<file path="src/rtl/nes_bus_arbiter.sv">
// nes_bus_arbiter: N-master CPU bus arbiter with fixed or round-robin priority, grant locking,
// registered read return and a saturating contention counter.
module nes_bus_arbiter #(
    parameter int NUM_MASTERS = 2,
    parameter int ADDR_W      = 16,
    parameter int DATA_W      = 8,
    parameter int RR_MODE     = 0,
    parameter int CNT_W       = 16
) (
    input  logic                          clk_in,
    input  logic                          rst_in,
    input  logic [NUM_MASTERS-1:0]        req_in,
    input  logic [NUM_MASTERS-1:0]        lock_in,
    input  logic [NUM_MASTERS*ADDR_W-1:0] a_in,
    input  logic [NUM_MASTERS-1:0]        r_nw_in,
    input  logic [NUM_MASTERS*DATA_W-1:0] d_in,
    input  logic [DATA_W-1:0]             bus_d_in,
    output logic [NUM_MASTERS-1:0]        gnt_out,
    output logic [NUM_MASTERS-1:0]        rdy_out,
    output logic [ADDR_W-1:0]             bus_a_out,
    output logic                          bus_r_nw_out,
    output logic [DATA_W-1:0]             bus_d_out,
    output logic [DATA_W-1:0]             rd_d_out,
    output logic [NUM_MASTERS-1:0]        rd_vld_out,
    output logic [CNT_W-1:0]              conflict_cnt_out
);
    localparam int IW = NUM_MASTERS > 1 ? $clog2(NUM_MASTERS) : 1;

    logic [NUM_MASTERS-1:0] gnt_d, live;
    logic [IW-1:0]          last_q, last_d, idx;
    logic                   hold, rd_fire;
    int                     n_req;

    always_comb begin
        hold   = |(gnt_out & req_in & lock_in);
        gnt_d  = '0;
        last_d = last_q;
        idx    = '0;
        if (hold) begin
            gnt_d = gnt_out;
        end else if (RR_MODE != 0) begin
            // descending scan so the nearest requester after last_owner is the one kept
            for (int k = NUM_MASTERS - 1; k >= 0; k--) begin
                idx = IW'((int'(last_q) + 1 + k) % NUM_MASTERS);
                if (req_in[idx]) begin
                    gnt_d      = '0;
                    gnt_d[idx] = 1'b1;
                    last_d     = idx;
                end
            end
        end else begin
            for (int i = 0; i < NUM_MASTERS; i++) begin
                if (req_in[i]) begin
                    gnt_d    = '0;
                    gnt_d[i] = 1'b1;
                    last_d   = IW'(i);
                end
            end
        end
    end

    // bus only driven by a live grant; reset also blanks it so no write leaks out mid-reset
    always_comb begin
        live         = gnt_out & req_in & {NUM_MASTERS{~rst_in}};
        bus_a_out    = '0;
        bus_r_nw_out = 1'b1;
        bus_d_out    = '0;
        for (int i = 0; i < NUM_MASTERS; i++) begin
            if (live[i]) begin
                bus_a_out    = a_in[i*ADDR_W +: ADDR_W];
                bus_r_nw_out = r_nw_in[i];
                bus_d_out    = d_in[i*DATA_W +: DATA_W];
            end
        end
        rd_fire = |live & bus_r_nw_out;
        n_req   = 0;
        for (int i = 0; i < NUM_MASTERS; i++) n_req += int'(req_in[i]);
    end

    assign rdy_out = gnt_out;

    always_ff @(posedge clk_in) begin
        if (rst_in) begin
            gnt_out          <= '0;
            last_q           <= '0;
            rd_vld_out       <= '0;
            rd_d_out         <= '0;
            conflict_cnt_out <= '0;
        end else begin
            gnt_out    <= gnt_d;
            last_q     <= last_d;
            rd_vld_out <= rd_fire ? live : '0;
            if (rd_fire) rd_d_out <= bus_d_in;
            if (n_req >= 2 && !(&conflict_cnt_out)) conflict_cnt_out <= conflict_cnt_out + 1'b1;
        end
    end
endmodule

</file>
<file path="config.mk">
export PLATFORM = sky130hd
export DESIGN_NAME = nes_bus_arbiter
export DESIGN_NICKNAME = d
export VERILOG_FILES = /design/src/rtl/nes_bus_arbiter.sv
export SDC_FILE = /design/constraint.sdc
export NUM_CORES = 1
export LEC_CHECK = 0
export CAP_MARGIN = 0
export CELL_PAD_IN_SITES_DETAIL_PLACEMENT = 1
export CELL_PAD_IN_SITES_GLOBAL_PLACEMENT = 1
export CORE_MARGIN = 8
export CORE_UTILIZATION = 23
export CTS_CLUSTER_SIZE = 24
export DETAILED_ROUTE_END_ITERATION = 12
export GPL_ROUTABILITY_DRIVEN = 0
export GPL_TIMING_DRIVEN = 0
export PLACE_DENSITY_LB_ADDON = 0.1
export SLEW_MARGIN = 30
export SYNTH_ARGS = -nofsm -noshare
export SYNTH_HDL_FRONTEND = slang
export SYNTH_SLANG_ARGS = --single-unit
</file>
<file path="constraint.sdc">
create_clock -name clk_in -period 2.8 [get_ports clk_in]
set_input_delay 0.7 -clock clk_in [delete_from_list [all_inputs] [get_ports clk_in]]
set_output_delay 0.7 -clock clk_in [all_outputs]
set_load 0.02 [all_outputs]
</file>
* Word-level counts from Yosys, hierarchy flattened
Cells that the tools add are included.
** Word-level totals
- Bits in registers :: 28
- Input port bits :: 64
- Output and inout port bits :: 55
** Operators by class
- Bitwise operators :: 6
- Multiplexer cells :: 8
- Reductions and logical operators :: 6
- Add/subtract/negate cells :: 2
- Magnitude comparators :: 1
** Operators by type and width (count)
- 2-to-1 mux 16 bit :: 2
- adder 16 x 1 -> 16 bit (second input constant) :: 1
- 2-to-1 mux 8 bit :: 2
- AND reduction 16 bit :: 1
- AND 2 bit :: 3
- OR reduction 2 bit :: 3
- 2-to-1 mux 1 bit :: 3
- adder 1 x 1 -> 2 bit :: 1
- >= comparator 2 bit (second input constant) :: 1
- 2-to-1 mux 2 bit :: 1
- inverter 1 bit :: 2
- AND 1 bit :: 1
- logical AND 1 bit :: 1
- zero test 1 bit :: 1

* Depth between registers and ports, before layout
Gate-level depths: netlist of run 1.
- Depth after elaboration :: 7
- Depth in mapped cells :: 6

* Least setup slack after synthesis of run 1
OpenSTA, ideal clock, no wires.
- Path kind :: input port to output port
- From :: input req_in[1]
- To :: output bus_a_out[0]
- Path buffers :: 2
- Data required time :: 2.100 ns
- Setup slack :: 0.282 ns
- Data arrival time :: 1.818 ns
- Stages :: 6
- Path through :: buf_2 -> nand2_1 -> nor2_1 -> nor2_1 -> clkbuf_1 -> a22o_1
** Between the ends
- Longest elaborated chain between the ends :: 3
** Ends and longest elaborated chain
- from (decl) :: line 12 : input logic [NUM_MASTERS-1:0] req_in,
- AND 2 bit (2 in series) :: line 64 : live = gnt_out & req_in & {NUM_MASTERS{~rst_in}};
- 2-to-1 mux 16 bit :: line 69 : if (live[i]) begin
- to (decl) :: line 20 : output logic [ADDR_W-1:0] bus_a_out,
No other way between the ends.

* Worst setup path in the final report of run 1
- From :: input rst_in
- To :: output bus_d_out[2]
** Between the ends
- Longest elaborated chain between the ends :: 4
** Ends and longest elaborated chain
- from (decl) :: line 11 : input logic rst_in,
- inverter 1 bit * :: line 64
- AND 2 bit * :: line 64
- 2-to-1 mux 8 bit :: line 69
- 2-to-1 mux 8 bit * :: line 69
- to (decl) :: line 22 : output logic [DATA_W-1:0] bus_d_out,
Every way passes the cells marked *; elsewhere a longest branch is shown, timed or not.

==> results.py, run 1 <==
metrics = {
    "layout": {
        "final_area_sq_mm": 0.00299,
        "multi_input_area_sq_mm": 0.00101,
        "fillers": 804,
        "diodes": 0,
        "ff_latch_area_sq_um": 561,
        "finish.net_count": 376,
        "area_growth_pct": 85.3,
        "final_layout_size_suffix_gt1_share_pct": 17.1,
        "stdcell_count": 406,
    },
    "sta": {
        "rsz0062_at_grt": "false",
        "setup_viol": 0,
        "worstMarginPinSlew_ps": 696,
        "skew_ps": 2.22,
        "slew_violations": 0,
        "hold_ws_ps": 509,
        "relSlewSlack_pct": 53.5,
        "min_period_ps": 2700,
        "fmaxAchievable_mhz": 370,
        "fin_ws_ps": 100,
        "hold_viol": 0,
        "fin_crit_sh_pct": 96.4,
    },
    "critical_path": {
        "reg2reg_from": "conflict_cnt_out[0]",
        "slowest_delay_ps": 300,
        "reg2reg_depth": 5,
        "arrival_ps": 2000,
        "critPathKind": "input pin to output pin",
        "crit_path_max_fanout": 10,
        "r2r_slack_ps": 800,
        "worst_setup_path_start_kind": "input pin",
        "cp-endpoint": "bus_d_out[2]",
        "crit_start": "rst_in",
        "path_cells": "dlygate4sd2_1 -> nand3b_1 -> nor2_4 -> buf_6 -> a22o_1 -> clkdlybuf4s15_2",
        "slowest_stage": "dlygate4sd2_1",
        "critPathRequiredTime_ps": 2100,
        "endpoint_kind": "output pin",
        "r2r-end": "conflict_cnt_out[14]",
    },
    "clocking": {
        "cts_hold_buf": 0,
        "path_clk_slew_ps": 100,
        "cts_buffer_depth": 2,
        "numCtsBuffers": 3,
        "tritoncts": "done",
        "root_buffer": "clkbuf_8",
        "clk_latency_ps": 280,
        "clock_sinks": 28,
        "htree_levels": 1,
    },
    "drt": {
        "routed_wl_um": 7220,
        "dr_total_vias": 1876,
        "drt_pass1_iterations": 4,
        "via_per_inst": 4.62,
        "initialDrtViolationCount": 46,
        "drc": 0,
        "ant_nets": 0,
        "wl_per_cell_um": 17.8,
    },
    "global_routing": {
        "overflow": 0,
        "grt_pass1_vias": 2064,
        "grt_usage_pct": 14.3,
        "antenna_found_initial": 0,
        "grt_pass1_wl_um": 11300,
        "grt_max_degree": 16,
    },
    "synth": {
        "synth_area_leaders": "dfxtp_1 35%, a22o_1 13%, mux2_2 7.0%",
        "ys_seq_elements": 28,
        "synth_cell_types": 36,
        "synth_cells": 187,
        "netlist.area_leader.share_pct": 34.7,
        "syn_avg_cell_area_sq_um": 8.63,
        "yosys_warnings": 0,
        "syn_area_sq_mm": 0.00161,
        "yosys.area.top_type": "dfxtp_1",
        "syn_nets": 252,
        "ys_seq_area_share_pct": 34.7,
    },
    "place": {
        "place_inst": 400,
        "portBuffers": 117,
        "placed_cell_area_sq_mm": 0.00291,
        "place_ws_ps": -997,
        "hpwl_um": 5900,
    },
    "floorplan": {
        "core_area_sq_mm": 0.00679,
        "die_w_um": 99.8,
        "dieArea_sq_mm": 0.00995,
        "start_util_pct": 23.8,
        "num_rows": 30,
        "die_y_um": 99.8,
        "io_pins": 119,
    },
    "power_and_ir_drop": {
        "power.leakage_nw": 1.17,
        "power_w": 0.000871,
        "ir_drop_uv": 179,
        "p_per_area_mw_per_mm2": 291,
    },
    "status": {
        "outcome": "completed",
    },
    "hold_path": {
        "min_path_type": "flop to flop",
    },
    "run": {
        "cap_violations": 0,
    },
}
Yosys cell counts:
library cell and instances:
a32o_1 1, buf_1 1, clkbuf_1 8, and4_1 3, nor3_1 3, buf_4 2
ha_1 1, and3_1 1, o21bai_1 2, nand3b_1 2, mux2_2 10, nand4b_1 1
a31oi_2 1, o21ai_0 1, nor2_1 27, nand2_1 8, a211oi_1 3, mux2i_1 10
a31oi_1 1, nor4_1 1, or3b_4 1, nor2b_1 11, o31ai_1 1, or4_1 1
dfxtp_1 28, nor3_2 1, buf_2 2, nand3_1 8, or3_1 1, a21oi_1 13
and2_1 1, nand2b_1 3, nand4_1 3, a22o_1 24, and4b_1 1, and3b_1 1
sequential cells by signal, indices dropped and copies added (netlist names):
| signal | cells |
|---|---|
| rd_d_out | 8 |
| gnt_out | 2 |
| conflict_cnt_out | 16 |
| rd_vld_out | 2 |
what timing repair did:
item,in CTS,in global routing
gates cloned,0,0
buffers inserted,1,1
gates resized for setup,77,16
pin swaps,1,1
endpoints found under the setup margin,25,24
metrics by stage:
| stage | utilization, % | setup TNS (ps) |
|---|---|---|
| after global placement | 42.8 | -23130 |
| after floorplan | - | 0 |
| final | 44.0 | 0 |
| after global routing | 44.0 | 0 |
| after CTS | 44.3 | 0 |
| after detailed placement | 42.8 | -22750 |
per-layer routing:
layer / part of all wire, % / GRT usage [%] / up-vias / wire (um)
met4: 1.9 / 3.73 / 0 / 134
li1: - / - / 937 / -
met5: 0 / 0 / - / 0
met3: 4.9 / 4.08 / 8 / 352
met1: 38 / 15.3 / 892 / 2760
met2: 55 / 26.7 / 39 / 3970
logic make-up after synthesis:
logic type	synth area share (%)
and+or+nand+nor	25.7
adders and majority gates	0.775
DFF	34.7
AOI/OAI and AO/OA	21.9
muxes	13.2
buffers and inverters	3.64
worst max-delay path, delay by kind of cell:
| family | cells | cell delay, ps |
|---|---|---|
| buffers and inverters | 3 | 730 |
| AO/OA/AOI/OAI | 1 | 130 |
| AND/OR/NAND/NOR | 2 | 430 |
final cells by class:
| type | count | area share, % |
|---|---|---|
| buffer | 13 | 2.55 |
| timing repair buffer | 119 | 39.1 |
| multi-input combinational | 146 | 33.8 |
| sequential | 28 | 18.7 |
| clock buffer | 4 | 1.84 |
| tap | 96 | 4.02 |
worst min path at each step:
| stage | from | end | slack [ps] | depth (start not counted) |
|---|---|---|---|---|
| floorplan | conflict_cnt_out[6] | conflict_cnt_out[6] | 560 | 1 |
| global placement | rd_d_out[0] | rd_d_out[0] | 470 | 2 |
| detailed placement | rd_d_out[1] | rd_d_out[1] | 490 | 2 |
| CTS | rd_d_out[1] | rd_d_out[1] | 510 | 2 |
| global route | conflict_cnt_out[1] | conflict_cnt_out[1] | 550 | 2 |
| finish | rd_d_out[1] | rd_d_out[1] | 510 | 2 |
where the power goes:
group	total [W]	leakage (nW)	internal, W	switching [W]
logic	0.000202	0.912	0.000123	0.0000784
registers	0.000410	0.226	0.000404	0.00000601
clock network	0.000260	0.0288	0.000126	0.000133
total	0.000871	1.17	0.000653	0.000218
placed cells by master, fill, tap and decap left out, types with 3 or more instances in the layout:
cell type / n
a211oi_1: 3
a21oi_1: 13
a22o_1: 24
and4_1: 3
buf_2: 5
buf_4: 4
clkbuf_1: 4
clkbuf_2: 6
clkbuf_8: 4
clkdlybuf4s15_2: 17
clkdlybuf4s50_1: 90
dfxtp_1: 28
mux2_2: 10
mux2i_1: 10
nand2_1: 8
nand2b_1: 3
nand3_1: 8
nand4_1: 3
nor2_1: 25
nor2b_1: 11
nor3_1: 3
No activity file was read; power rests on OpenSTA's default activity.
==> run 2, diff against run 1 <==
- CORE_MARGIN: 8 -> 2
- CORE_UTILIZATION: 23 -> 25
- clock period: 2.8 -> 3.5 ns (I/O delays scaled with it)
==> run 2 against run 1 <==
Against the previous run: cell count is 4.7% lower; worst hold slack better by 8.2 ps; die area shrank 29%; largest power group unchanged; clock power barely moved; routed wire length down 13%; critical path depth is 1 lower; utilization grew 2.9 points; sequential power fell by 20%; first-iteration DRC count grew 11%; via count grew 1.0%; register-to-register slack gained 730 ps; global-route usage increased by 2.8 points.
==> results.py, run 2 (synthesis gave the netlist of run 1 again) <==
metrics = {
    "status": {
        "outcome": "completed",
    },
    "drt": {
        "drt_pass1_iterations": 4,
        "ant_nets": 0,
        "wl_per_cell_um": 16.1,
        "drc": 0,
        "initialDrtViolationCount": 51,
        "routed_wl_um": 6240,
        "dr_total_vias": 1895,
        "via_per_inst": 4.90,
    },
    "layout": {
        "ff_latch_area_sq_um": 561,
        "diodes": 0,
        "reg.largest.list": "conflict_cnt_out: 16 flops, rd_d_out: 8 flops",
        "multi_input_area_sq_mm": 0.00101,
        "finish.net_count": 376,
        "mostFrequentLayoutCells": "91 x clkdlybuf4s50_1, 28 x dfxtp_1, 25 x nor2_1, 25 x dlygate4sd2_1, 24 x a22o_1",
        "final_area_sq_mm": 0.00296,
        "largest_reg_flops": 16,
        "regMostFlops": "conflict_cnt_out",
        "fillers": 750,
        "area_growth_pct": 83.6,
        "final_layout_size_suffix_gt1_share_pct": 9.35,
        "final_util_pct": 46.9,
        "layout_commonest_cell": "clkdlybuf4s50_1",
    },
    "clocking": {
        "clock_sinks": 28,
        "path_clk_slew_ps": 100,
        "tritoncts": "done",
        "clk_latency_ps": 280,
        "numCtsBuffers": 3,
        "root_buffer": "clkbuf_8",
        "cts_buffer_depth": 2,
        "cts_hold_buf": 0,
        "htree_levels": 1,
    },
    "sta": {
        "slew_violations": 0,
        "rsz0062_at_grt": "false",
        "tns_ps": 0,
        "min_period_ps": 3220,
        "hold_viol": 0,
        "setup_viol": 0,
        "fin_ws_ps": 283,
        "worstMarginPinSlew_ps": 666,
        "fin_crit_sh_pct": 91.9,
        "hold_ws_ps": 517,
        "relSlewSlack_pct": 55.5,
        "skew_ps": 3.46,
        "fmaxAchievable_mhz": 311,
    },
    "run": {
        "cap_violations": 0,
    },
    "critical_path": {
        "arrival_ps": 2340,
        "slowest_delay_ps": 590,
        "critPathKind": "input pin to output pin",
        "crit_path_max_fanout": 8,
        "critPathRequiredTime_ps": 2620,
        "endpoint_kind": "output pin",
        "worst_setup_path_start_kind": "input pin",
        "path_cells": "dlygate4sd2_1 -> nand3b_1 -> nor2_4 -> a22o_1 -> clkdlybuf4s50_1",
        "crit_start": "req_in[0]",
        "r2r_slack_ps": 1530,
        "reg2reg_from": "conflict_cnt_out[0]",
        "slowest_stage": "clkdlybuf4s50_1",
    },
    "global_routing": {
        "overflow": 0,
        "grt_pass1_vias": 2006,
        "grt_pass1_wl_um": 10000,
        "grt_max_degree": 17,
        "grt_usage_pct": 17.1,
        "antenna_found_initial": 0,
    },
    "floorplan": {
        "num_rows": 29,
        "core_area_sq_mm": 0.00631,
        "die_y_um": 84.4,
        "dieArea_sq_mm": 0.00711,
        "start_util_pct": 25.6,
        "die_w_um": 84.4,
        "io_pins": 119,
    },
    "power_and_ir_drop": {
        "power.leakage_nw": 1.27,
        "ir_drop_uv": 175,
        "p_per_area_mw_per_mm2": 252,
    },
    "place": {
        "placed_cell_area_sq_mm": 0.00288,
        "place_ws_ps": -668,
        "hpwl_um": 4870,
        "portBuffers": 117,
    },
    "hold_path": {
        "hold_start": "rd_d_out[3]",
        "min_path_type": "flop to flop",
    },
}
## run 2: worst max-delay path: cells and delay by family
family	cells	cell delay (ps)
AOI/OAI and AO/OA	1	150
buffers and inverters	2	950
and+or+nand+nor	2	370
## run 2: metal layers
layer / up-vias / track usage [%] / routed length [um]
met5: - / 0 / 0
met4: 0 / 2.45 / 56
met3: 6 / 4.03 / 247
met2: 46 / 31.2 / 3290
met1: 908 / 21.0 / 2650
li1: 935 / - / -
## run 2: worst paths after layout
check / endpoint / cells past startpoint
setup / recovery: bus_d_out[0] / 5
hold / removal: rd_d_out[3] / 2
setup reg to reg: conflict_cnt_out[14] / 5
hold reg to reg: rd_d_out[3] / 2
## run 2: cell type report
class / instances / area share (%)
Multi-Input combinational cell: 146 / 34.1
Timing Repair Buffer: 119 / 39.0
Buffer: 13 / 2.32
Sequential cell: 28 / 18.9
Clock inverter: 1 / 1.01
Clock buffer: 3 / 1.39
Tap cell: 77 / 3.25
## run 2: per-stage QoR
| stage | cells | power [W] |
|---|---|---|
| finish | 387 | 0.000747 |
| floorplan | 187 | 0.000388 |
| global placement | 381 | 0.000496 |
| global route | 387 | 0.000787 |
| CTS | 386 | 0.000760 |
| detailed placement | 381 | 0.000498 |
## run 2: what timing repair did
item,CTS,global route
setup endpoints to repair,24,21
buffers inserted,1,1
resized for setup,35,1
## run 2: power breakdown
part	switching [W]	internal, W
clock network	0.000108	0.000153
logic	0.0000609	0.0000968
registers	0.00000492	0.000323
